File: config.mk
export PLATFORM = sky130hd
export DESIGN_NAME = router_port_sync
export DESIGN_NICKNAME = d
export VERILOG_FILES = /design/src/rtl/router_port_sync.sv
export SDC_FILE = /design/constraint.sdc
export NUM_CORES = 1
export LEC_CHECK = 0
export ABC_AREA = 1
export BUFFER_PORTS_ARGS = -buffer_cell sky130_fd_sc_hd__buf_2
export CORE_MARGIN = 3
export CORE_UTILIZATION = 50
export DETAILED_ROUTE_END_ITERATION = 10
export HOLD_SLACK_MARGIN = 0.03
export PLACE_DENSITY = 0.83
export SLEW_MARGIN = 10
export SYNTH_ARGS = -nofsm -noshare
export SYNTH_HDL_FRONTEND = slang
export SYNTH_SLANG_ARGS = --single-unit
File: constraint.sdc
create_clock -name clock -period 1.19 [get_ports clock]
set_input_delay 0 -clock clock [delete_from_list [all_inputs] [get_ports clock]]
set_output_delay 0 -clock clock [all_outputs]
set_load 0.02 [all_outputs]
File: src/rtl/router_port_sync.sv
`default_nettype none
// ============================================================================
// Module   : router_port_sync
// Purpose  : 1x3 router destination control: address latch, FIFO write steering,
//            per-port valid outputs and stall watchdog with soft_reset pulses.
// Revision : 1.0
// ============================================================================
module router_port_sync #(
  parameter int TIMEOUT = 30,
  parameter int CNT_W   = 5
) (
  input  logic       clock,
  input  logic       reset,
  input  logic       detect_add,
  input  logic [1:0] data_in,
  input  logic       write_enb_reg,
  input  logic       empty_0,
  input  logic       empty_1,
  input  logic       empty_2,
  input  logic       full_0,
  input  logic       full_1,
  input  logic       full_2,
  input  logic       read_enb_0,
  input  logic       read_enb_1,
  input  logic       read_enb_2,
  output logic [2:0] write_enb,
  output logic       fifo_full,
  output logic       vld_out_0,
  output logic       vld_out_1,
  output logic       vld_out_2,
  output logic       soft_reset_0,
  output logic       soft_reset_1,
  output logic       soft_reset_2
);

  localparam logic [1:0]       ADDR_NONE = 2'b11;
  localparam logic [CNT_W-1:0] CNT_LAST  = CNT_W'(TIMEOUT - 1);

  logic [1:0] addr_q;
  logic [2:0] vld_vec;
  logic [2:0] rd_vec;
  logic [2:0] soft_reset_vec;

  always_ff @(posedge clock) begin
    if (reset) begin
      addr_q <= ADDR_NONE;
    end else if (detect_add) begin
      addr_q <= data_in;
    end
  end

  // Steering uses the registered address, so a header-cycle write goes to the old port.
  always_comb begin
    write_enb = 3'b000;
    fifo_full = 1'b0;
    case (addr_q)
      2'd0: begin
        write_enb = {2'b00, write_enb_reg};
        fifo_full = full_0;
      end
      2'd1: begin
        write_enb = {1'b0, write_enb_reg, 1'b0};
        fifo_full = full_1;
      end
      2'd2: begin
        write_enb = {write_enb_reg, 2'b00};
        fifo_full = full_2;
      end
      default: begin
        write_enb = 3'b000;
        fifo_full = 1'b0;
      end
    endcase
  end

  assign vld_vec = {~empty_2, ~empty_1, ~empty_0};
  assign rd_vec  = {read_enb_2, read_enb_1, read_enb_0};

  assign vld_out_0 = vld_vec[0];
  assign vld_out_1 = vld_vec[1];
  assign vld_out_2 = vld_vec[2];

  generate
    for (genvar i = 0; i < 3; i++) begin : g_port
      logic [CNT_W-1:0] cnt;
      logic             pulse;
      logic             stall;

      assign stall = vld_vec[i] & ~rd_vec[i];

      // Counter restarts at the pulse so a persistent stall pulses every TIMEOUT cycles.
      always_ff @(posedge clock) begin
        if (reset) begin
          cnt   <= '0;
          pulse <= 1'b0;
        end else if (!stall) begin
          cnt   <= '0;
          pulse <= 1'b0;
        end else if (cnt == CNT_LAST) begin
          cnt   <= '0;
          pulse <= 1'b1;
        end else begin
          cnt   <= cnt + CNT_W'(1);
          pulse <= 1'b0;
        end
      end

      assign soft_reset_vec[i] = pulse;
    end
  endgenerate

  assign soft_reset_0 = soft_reset_vec[0];
  assign soft_reset_1 = soft_reset_vec[1];
  assign soft_reset_2 = soft_reset_vec[2];

endmodule
`default_nettype wire

=== Word-level counts from Yosys, hierarchy flattened ===
Cells that the tools add are included.

* Output and inout port bits: 10
* Word-level logic and storage cells: 39
* Input port bits: 15
* Register bits: 20

* Eq/ne operators: 5
* Mux-type cells: 5
* Bitwise gates (word level): 12
* Add/subtract/negate cells: 3
* Reductions and logical operators: 7

{| class="wikitable"
|+ Operator list
! operator !! number
|-
| $add 5x1->5 const B || 3
|-
| $eq 5x5->1 const B || 3
|-
| $not 1->1 || 9
|-
| $pmux 3 s3 || 1
|-
| $reduce_or 3->1 || 3
|-
| $reduce_or 2->1 || 3
|-
| $and 1x1->1 || 3
|-
| $mux 1 || 3
|-
| $pmux 1 s3 || 1
|-
| $eq 2x1->1 const B || 1
|-
| $eq 2x2->1 const B || 1
|-
| $logic_not 2->1 || 1
|}

=== Depth between registers and ports, before layout ===
Gate-level depths: netlist of run 1.

* Word-level depth: 4
* Mapped depth: 7
* Depth with buffers taken out: 7

=== Worst setup path before layout of run 1 ===
No wires, ideal clock.

* Kind: register to register
* Start point: reg g_port[0].cnt[1]
* End point: reg g_port[0].cnt[3]
* Library setup time: 0.064 ns
* Buffers on the path: 0
* Arrival: 0.873 ns
* Slack: 0.253 ns
* Cell stages (with the launch flop): 8
* Path through: dfxtp_1 -> inv_1 -> ha_1 -> nand2_1 -> inv_1 -> nand2_2 -> nand2_2 -> nor2_1

* Cells in the longest elaborated chain, start to end: 2

{| class="wikitable"
|+ RTL lines
! what !! RTL line !! source
|-
| from (decl) || 85 || <nowiki>logic [CNT_W-1:0] cnt;</nowiki>
|-
| from (signal assigned) || 103 || <nowiki>cnt <= cnt + CNT_W'(1);</nowiki>
|-
| parallel branches: the longest is 2 deep, another holds $add 5x1->5 || -- ||
|}

Parallel ways; which one is timed is not known.
A chain may end at the register's enable or synchronous reset.

=== Worst setup path after layout of run 1 ===
* Start point: reg addr_q[1]
* End point: out write_enb[2]

* Cells in the longest elaborated chain, start to end: 2

{| class="wikitable"
|+ RTL lines
! what !! RTL line !! source
|-
| from (decl) || 39 || <nowiki>logic [1:0] addr_q;</nowiki>
|-
| from (signal assigned) || 48 || <nowiki>addr_q <= data_in;</nowiki>
|-
| $eq 2x2->1 (tied with other cells) || 56 || <nowiki>case (addr_q)</nowiki>
|-
| $pmux 3 s3 (*) || 56 ||
|-
| to (decl) || 26 || <nowiki>output logic [2:0] write_enb,</nowiki>
|}

Every way passes the cells marked *; elsewhere a longest branch is shown, timed or not.

==> summary.md, run 1 <==
| Metric | Value |
|---|---|
| Area of the mapped netlist | 923 um2 |
| Post-Syn Instances | 124 |
| Clk sinks | 20 |
| WL final | 1940 um |
| Initial antenna violation count | 0 |
| Largest net degree at the start of global routing | 12 |
| Slowest-stage cell, CP | dfxtp_2 |
| Drt drc | 0 |
| Total CTS buffers | 3 |
| Worst Hold Depth | 4 |
| Maximum vdd drop | 761 uV |
| CTS H-tree depth | 1 |
| Final-report hold violation count | 0 |
| Post-Place Cell Area | 1070 um2 |
| Critical path class | flop to primary output |
| Core area | 1610 um2 |
| R2R depth | 7 |
| Die Wd | 49.0 um |
| Slew headroom | 0.852 |
| GP Congestion | 0.767 |
| Setup ws final | 0.0340 ns |
| Final total power | 0.00121 W |
| Clk_skew | 0.00360 ns |
| CTS Buffer Depth | 2 |
| Cell Chain, Critical Path | inv_1 > nor3_2 > buf_2 |
| Die area | 2400 um2 |
| Post-DR wirelength/cell | 10.3 um |
| Synth Warn # | 0 |
| Area share of xor/xnor cells in the synthesized design | 0.0285 |
| DR pass1 iterations | 5 |
| Initial Util | 0.573 |
| Startpoint types | flop |
| Main combinational cell family by area after synthesis | simple AND/OR/NAND/NOR gates |
| Row cnt | 14 |
| Via density | 4.73 |
| Post-CTS setup buffer count | 0 |
| Synth area leaders | dfxtp_1, inv_1, nand2_1, ha_1, nor2_1 |
| Max Fclk | 865 MHz |
| Worst Max-Slew Pin Slew | 0.221 ns |
| Simple-Gate Fraction of Synth Area | 0.337 |
| Setup violators final | 0 |
| R2r startpoint | g_port[0].cnt[1]$_SDFF_PP0_ |
| Max cap viols | 0 |
| Family with the most delay on the worst path | flip-flops |
| Chip height | 49.0 um |
| Sequential element share of the synthesized area | 0.434 |
| IO Count | 25 |
| WHS Endpoint | soft_reset_2$_SDFF_PP0_ |
| Post-synthesis area per instance | 7.45 um2 |
| Post-synthesis cell type count | 15 |
| CTS tree | done |
| Iter 0 DRT Violations | 22 |
| Synth Area in Compound Gates | 0.0217 |
| Global route overflow | 0 |
| Root Driver | clkbuf_4 |
| CP endpoint kind | primary output |
| P_leak | 0.617 nW |
| Clock Latency Late Sink | 0.30 ns |
| Power per Cell Area | 978 nW/um2 |
| Fin crit period | 1.16 ns |
| Fin area | 1240 um2 |
| Leading area contributor after synthesis | dfxtp_1 |
| # port buffers | 24 |
| # fillers | 117 |
| Final ANT Viol Nets | 0 |
| RR Endpoint | g_port[0].cnt[3]$_SDFF_PP0_ |
| Post-synth top area share | 0.434 |
| Internal reg-to-reg setup slack | 0.13 ns |
| Share of cells above drive strength 1 | 0.250 |
| Clock slew at reported path FFs | 0.11 ns |
| Crit Path Max Fanout | 4 |
| Nets | 186 |
| DPL Wire Length | 1290 um |
| First-pass GRT wire length | 3150 um |
| Seq cells post-synth | 20 |
| Setup tns final | 0 ns |
| Status | finished, final reports clean |
| GR Util All Layers | 0.164 |
| Vias in the first global route | 824 |
| Final Cycle Share | 0.971 |
| HP Start | reset |
| Adder-Cell Fraction of Synth Area | 0.0813 |
| Hold Crit Class | input port to flop |
| Fin. max-slew vios | 0 |
| Inserted Diodes | 0 |
| Sum of buffers and inverters on the critical path | 2 |
| CP peak stage delay | 0.37 ns |
| Via count | 890 |
| Place WS | 0.164 ns |
| Mux contribution to synthesized area | 0 |
| CP Data Required Time | 1.19 ns |
| Syn_nets | 145 |
| Layout area overhead | 34.0% |
| Critical Path AT | 1.16 ns |
-- through the flow --
stage / instances / hold WS (ns) / utilization
detailed placement: 172 / 0.196 / 0.666
finish: 188 / 0.0476 / 0.768
floorplan: 124 / 0.0695 / -
CTS: 187 / 0.0421 / 0.758
global route: 188 / 0.0453 / 0.768
global placement: 172 / 0.192 / 0.666
-- per-layer routing --
| layer | up-vias | GRT usage | part of all wire |
|---|---|---|---|
| li1 | 469 | - | - |
| met1 | 392 | 0.170 | 0.41 |
| met2 | 27 | 0.290 | 0.51 |
| met3 | 2 | 0.0642 | 0.068 |
| met4 | 0 | 0.0711 | 0.0098 |
| met5 | - | 0 | 0 |
-- layout make-up --
cell class,instances,area (um2),share of cell area
Timing Repair Buffer,36,240,0.194
Multi-Input combinational cell,80,438,0.354
Clock buffer,4,36.3,0.0293
Sequential cell,20,403,0.326
Inverter,24,90.1,0.0728
Tap cell,24,30.0,0.0243
-- report_power, final --
part	leakage [nW]	switching (W)	total, W	internal (W)
registers	0.162	0.0000116	0.000692	0.000680
logic	0.434	0.0000683	0.000134	0.0000659
clock network	0.0210	0.000197	0.000384	0.000187
-- cell families (layout without fill, tap and decap cells) --
| logic type | count (synthesis) | in the layout |
|---|---|---|
| xor gates and xnor gates | 3 | 3 |
| buffers and inverters | 24 | 64 |
| adders and majority gates | 6 | 6 |
| AOI/OAI and AO/OA | 4 | 4 |
| DFF | 20 | 20 |
| and+or+nand+nor | 67 | 67 |
-- cell usage in the layout, fill, tap and decap left out --
cell type,synthesis,layout
buf_2,0,24
inv_1,23,23
nand2_1,21,21
dfxtp_1,20,18
nor2_1,16,16
dlygate4sd3_1,0,12
nand3_1,10,10
nand2_2,6,6
nand4_1,6,6
ha_1,6,6
nor3_1,5,4
xnor2_1,3,3
clkbuf_4,0,3
nor3_2,1,2
nor2_2,2,2
a21oi_1,2,2
o21ai_0,2,2
dfxtp_2,0,2
inv_2,1,1
clkbuf_8,0,1
-- Yosys cell counts (all sizes together) --
master	number
nand3	10
xnor2	3
nor2	18
nor3	6
o21ai	2
a21oi	2
nand2	27
inv	24
nand4	6
dfxtp	20
ha	6
-- worst max path at each step --
stage / from / to / slack, ns / depth (start not counted)
3_3_place_gp: g_port[0].cnt[1]$_SDFF_PP0_ / g_port[0].cnt[4]$_SDFF_PP0_ / 0.19 / 7
2_1_floorplan: g_port[0].cnt[1]$_SDFF_PP0_ / g_port[0].cnt[3]$_SDFF_PP0_ / 0.25 / 7
4_1_cts: data_in[1] / addr_q[1]$_SDFFE_PP1P_ / 0.03 / 5
6_report: addr_q[1]$_SDFFE_PP1P_ / write_enb[2] / 0.03 / 3
5_1_grt: addr_q[1]$_SDFFE_PP1P_ / write_enb[2] / -0.03 / 3
3_5_place_dp: g_port[0].cnt[1]$_SDFF_PP0_ / g_port[0].cnt[3]$_SDFF_PP0_ / 0.16 / 7
-- sequential cells by signal, summed over array words and instances, names as in the netlist --
register / count
g_port.cnt: 15
addr_q: 2
soft_reset_0: 1
soft_reset_1: 1
soft_reset_2: 1
-- worst register-to-register path, stage by stage, from the launching register on --
cell and delay, ns:
dfxtp_1 0.39, inv_1 0.06, ha_1 0.17, nand2_1 0.06
inv_1 0.04, nand2_2 0.08, nand2_2 0.09, nor2_1 0.11
-- timing repair --
action                                  4_1_cts  5_1_grt
hold endpoints to repair                     15        1
hold buffers                                 11        2
gates resized for setup                       1        2
endpoints found under the setup margin        1        2
Note: power is estimated with default switching activity, not from simulation.
==> run 2: changes to the inputs <==
--- a/config.mk
+++ b/config.mk
@@ -7,6 +7,7 @@
 export LEC_CHECK = 0
 export ABC_AREA = 1
 export BUFFER_PORTS_ARGS = -buffer_cell sky130_fd_sc_hd__buf_2
+export CORE_ASPECT_RATIO = 0.8
 export CORE_MARGIN = 3
 export CORE_UTILIZATION = 50
 export DETAILED_ROUTE_END_ITERATION = 10
==> run 2 against run 1 <==
- register-to-register slack about the same
- count of clock-buffer cells in the layout unchanged
- setup slack improved by 0.061 ns
- global-route usage increased by 0.65 points
- sequential share of layout area increased by 0.67 points
- non-clock buffer count decreased by 2
- core utilization decreased by 4.4 points
- worst hold slack improved by 0.32 ns
- flip-flop and latch count unchanged
- combinational power decreased by 4%
- largest cell class unchanged
- largest power group unchanged
==> summary.md, run 2 (same netlist as run 1, synthesis figures left out) <==
| Metric | Value |
|---|---|
| Initial Util | 0.551 (was 0.573) |
| Largest net degree at the start of global routing | 12 (unchanged) |
| Grt met3 use | 0.0707 (was 0.0642) |
| Inst Count DP | 170 (was 172) |
| Reg with most FFs | g_port.cnt (unchanged) |
| Crit Path Max Fanout | 4 (unchanged) |
| Max cap viols | 0 (unchanged) |
| Via count | 846 (was 890) |
| Clock Latency Late Sink | 0.30 ns (about the same) |
| Final total power | 0.00120 W (was 0.00121 W) |
| Max reg flops | 15 (unchanged) |
| CTS Buffer Depth | 2 (unchanged) |
| GP Congestion | 0.742 (was 0.767) |
| Startpoint types | flop (unchanged) |
| Critical path class | flop to primary output (unchanged) |
| Slew headroom | 0.850 (was 0.852) |
| Setup tns final | 0 ns (unchanged) |
| Power per Cell Area | 993 nW/um2 (was 978 nW/um2) |
| # fillers | 117 (unchanged) |
| Critical Path AT | 1.09 ns (was 1.16 ns) |
| Final ANT Viol Nets | 0 (unchanged) |
| WL final | 1830 um (was 1940 um) |
| M2 GR Usage | 0.312 (was 0.290) |
| Clk_skew | 0.0113 ns (was 0.00360 ns) |
| Final Cycle Share | 0.920 (was 0.971) |
| Inserted Diodes | 0 (unchanged) |
| Largest regs | g_port.cnt: 15 flops, addr_q: 2 flops (unchanged) |
| GR Util All Layers | 0.170 (was 0.164) |
| Gr busiest metal | met2 (unchanged) |
| Layout Cells excl Fill | 184 (was 188) |
| Global route overflow | 0 (unchanged) |
| Row cnt | 13 (was 14) |
| DR pass1 iterations | 4 (was 5) |
| Maximum vdd drop | 816 uV (was 761 uV) |
| Die area | 2400 um2 (about the same) |
| Post-DR wirelength/cell | 9.96 um (was 10.3 um) |
| CP endpoint kind | primary output (unchanged) |
| Layout area overhead | 31.3% (was 34.0%) |
| Setup violators final | 0 (unchanged) |
| GRT met1 Usage | 0.172 (was 0.170) |
| CTS tree | done (unchanged) |
| # port buffers | 24 (unchanged) |
| Nets | 184 (was 186) |
| DPL Wire Length | 1370 um (was 1290 um) |
| Initial antenna violation count | 0 (unchanged) |
| Final-report hold violation count | 0 (unchanged) |
| Fin crit period | 1.09 ns (was 1.16 ns) |
| RSZ-0062 raised after global routing | false |
| Root Driver | clkbuf_4 (unchanged) |
| Die Wd | 54.0 um (was 49.0 um) |
| P_leak | 0.608 nW (was 0.617 nW) |
| Most frequent cells in the layout | inv_1, buf_2, nand2_1 (was buf_2, inv_1, nand2_1) |
| Final Util | 0.724 (was 0.768) |
| Vias in the first global route | 711 (was 824) |
| CP Data Required Time | 1.19 ns (about the same) |
| Chip height | 44.4 um (was 49.0 um) |
| First-pass GRT wire length | 2820 um (was 3150 um) |
| Worst hold margin | 0.364 ns (was 0.0476 ns) |
| CTS H-tree depth | 1 (unchanged) |
| Status | finished, final reports clean (unchanged) |
| Clock slew at reported path FFs | 0.11 ns (about the same) |
| Share of cells above drive strength 1 | 0.247 (was 0.250) |
| Worst Max-Slew Pin Slew | 0.225 ns (was 0.221 ns) |
| IO Count | 25 (unchanged) |
| Drt drc | 0 (unchanged) |
| Core area | 1680 um2 (was 1610 um2) |
| Iter 0 DRT Violations | 10 (was 22) |
| Hold Crit Class | input port to primary output (was input port to flop) |
| Max Fclk | 913 MHz (was 865 MHz) |
| Total CTS buffers | 3 (unchanged) |
| Fin. max-slew vios | 0 (unchanged) |
| Via density | 4.60 (was 4.73) |
| Clk sinks | 20 (unchanged) |
run 2: cell count changes in the layout (fill, tap and decap cells not counted), sizes merged:
cell and delta:
dlygate4sd3 -2
run 2: layer usage:
layer,share of wire,vias to the layer above
li1,-,462
met1,0.44,364
met2,0.49,18
met3,0.064,2
met4,0.010,0
met5,0,-
run 2: power breakdown:
part | internal [W] | switching, W | total, W | leakage (nW)
clock | 0.000187 | 0.000199 | 0.000385 | 0.0210
combinational | 0.0000619 | 0.0000657 | 0.000128 | 0.425
sequential | 0.000680 | 0.0000110 | 0.000691 | 0.162
run 2: path summary, 6_finish.rpt:
path              slack [ns]                        start                          end  cells after the start
setup / recovery         0.1       addr_q[1]$_SDFFE_PP1P_                 write_enb[2]                      3
hold / removal          0.36                       full_0                    fifo_full                      4
setup reg to reg        0.14  g_port[2].cnt[1]$_SDFF_PP0_  g_port[2].cnt[4]$_SDFF_PP0_                      7
hold reg to reg         0.50  g_port[0].cnt[0]$_SDFF_PP0_  g_port[0].cnt[0]$_SDFF_PP0_                      1
run 2: timing repair:
action,in CTS,in global routing
resized for setup,0,3
hold endpoints to repair,11,0
buffers inserted,0,0
endpoints found under the setup margin,0,2
hold buffers,10,0
run 2: cell type report:
type / instances / area, um2 / share of cell area
Inverter: 24 / 90.1 / 0.0743
Tap cell: 22 / 27.5 / 0.0227
Sequential cell: 20 / 403 / 0.332
Clock buffer: 4 / 36.3 / 0.0299
Multi-Input combinational cell: 80 / 433 / 0.357
Timing Repair Buffer: 34 / 223 / 0.184
run 2: metrics by stage:
step | area [um2] | setup WS (ns)
global placement | 1070 | 0.179
detailed placement | 1070 | 0.156
CTS | 1210 | 0.0494
global route | 1210 | 0.0224
finish | 1210 | 0.0952
floorplan | 923 | 0.253
run 2: worst max-delay path, stage by stage, from the launching register on:
cell and delay, ns:
dfxtp_2 0.37, inv_1 0.08, nor3_1 0.16, buf_2 0.19
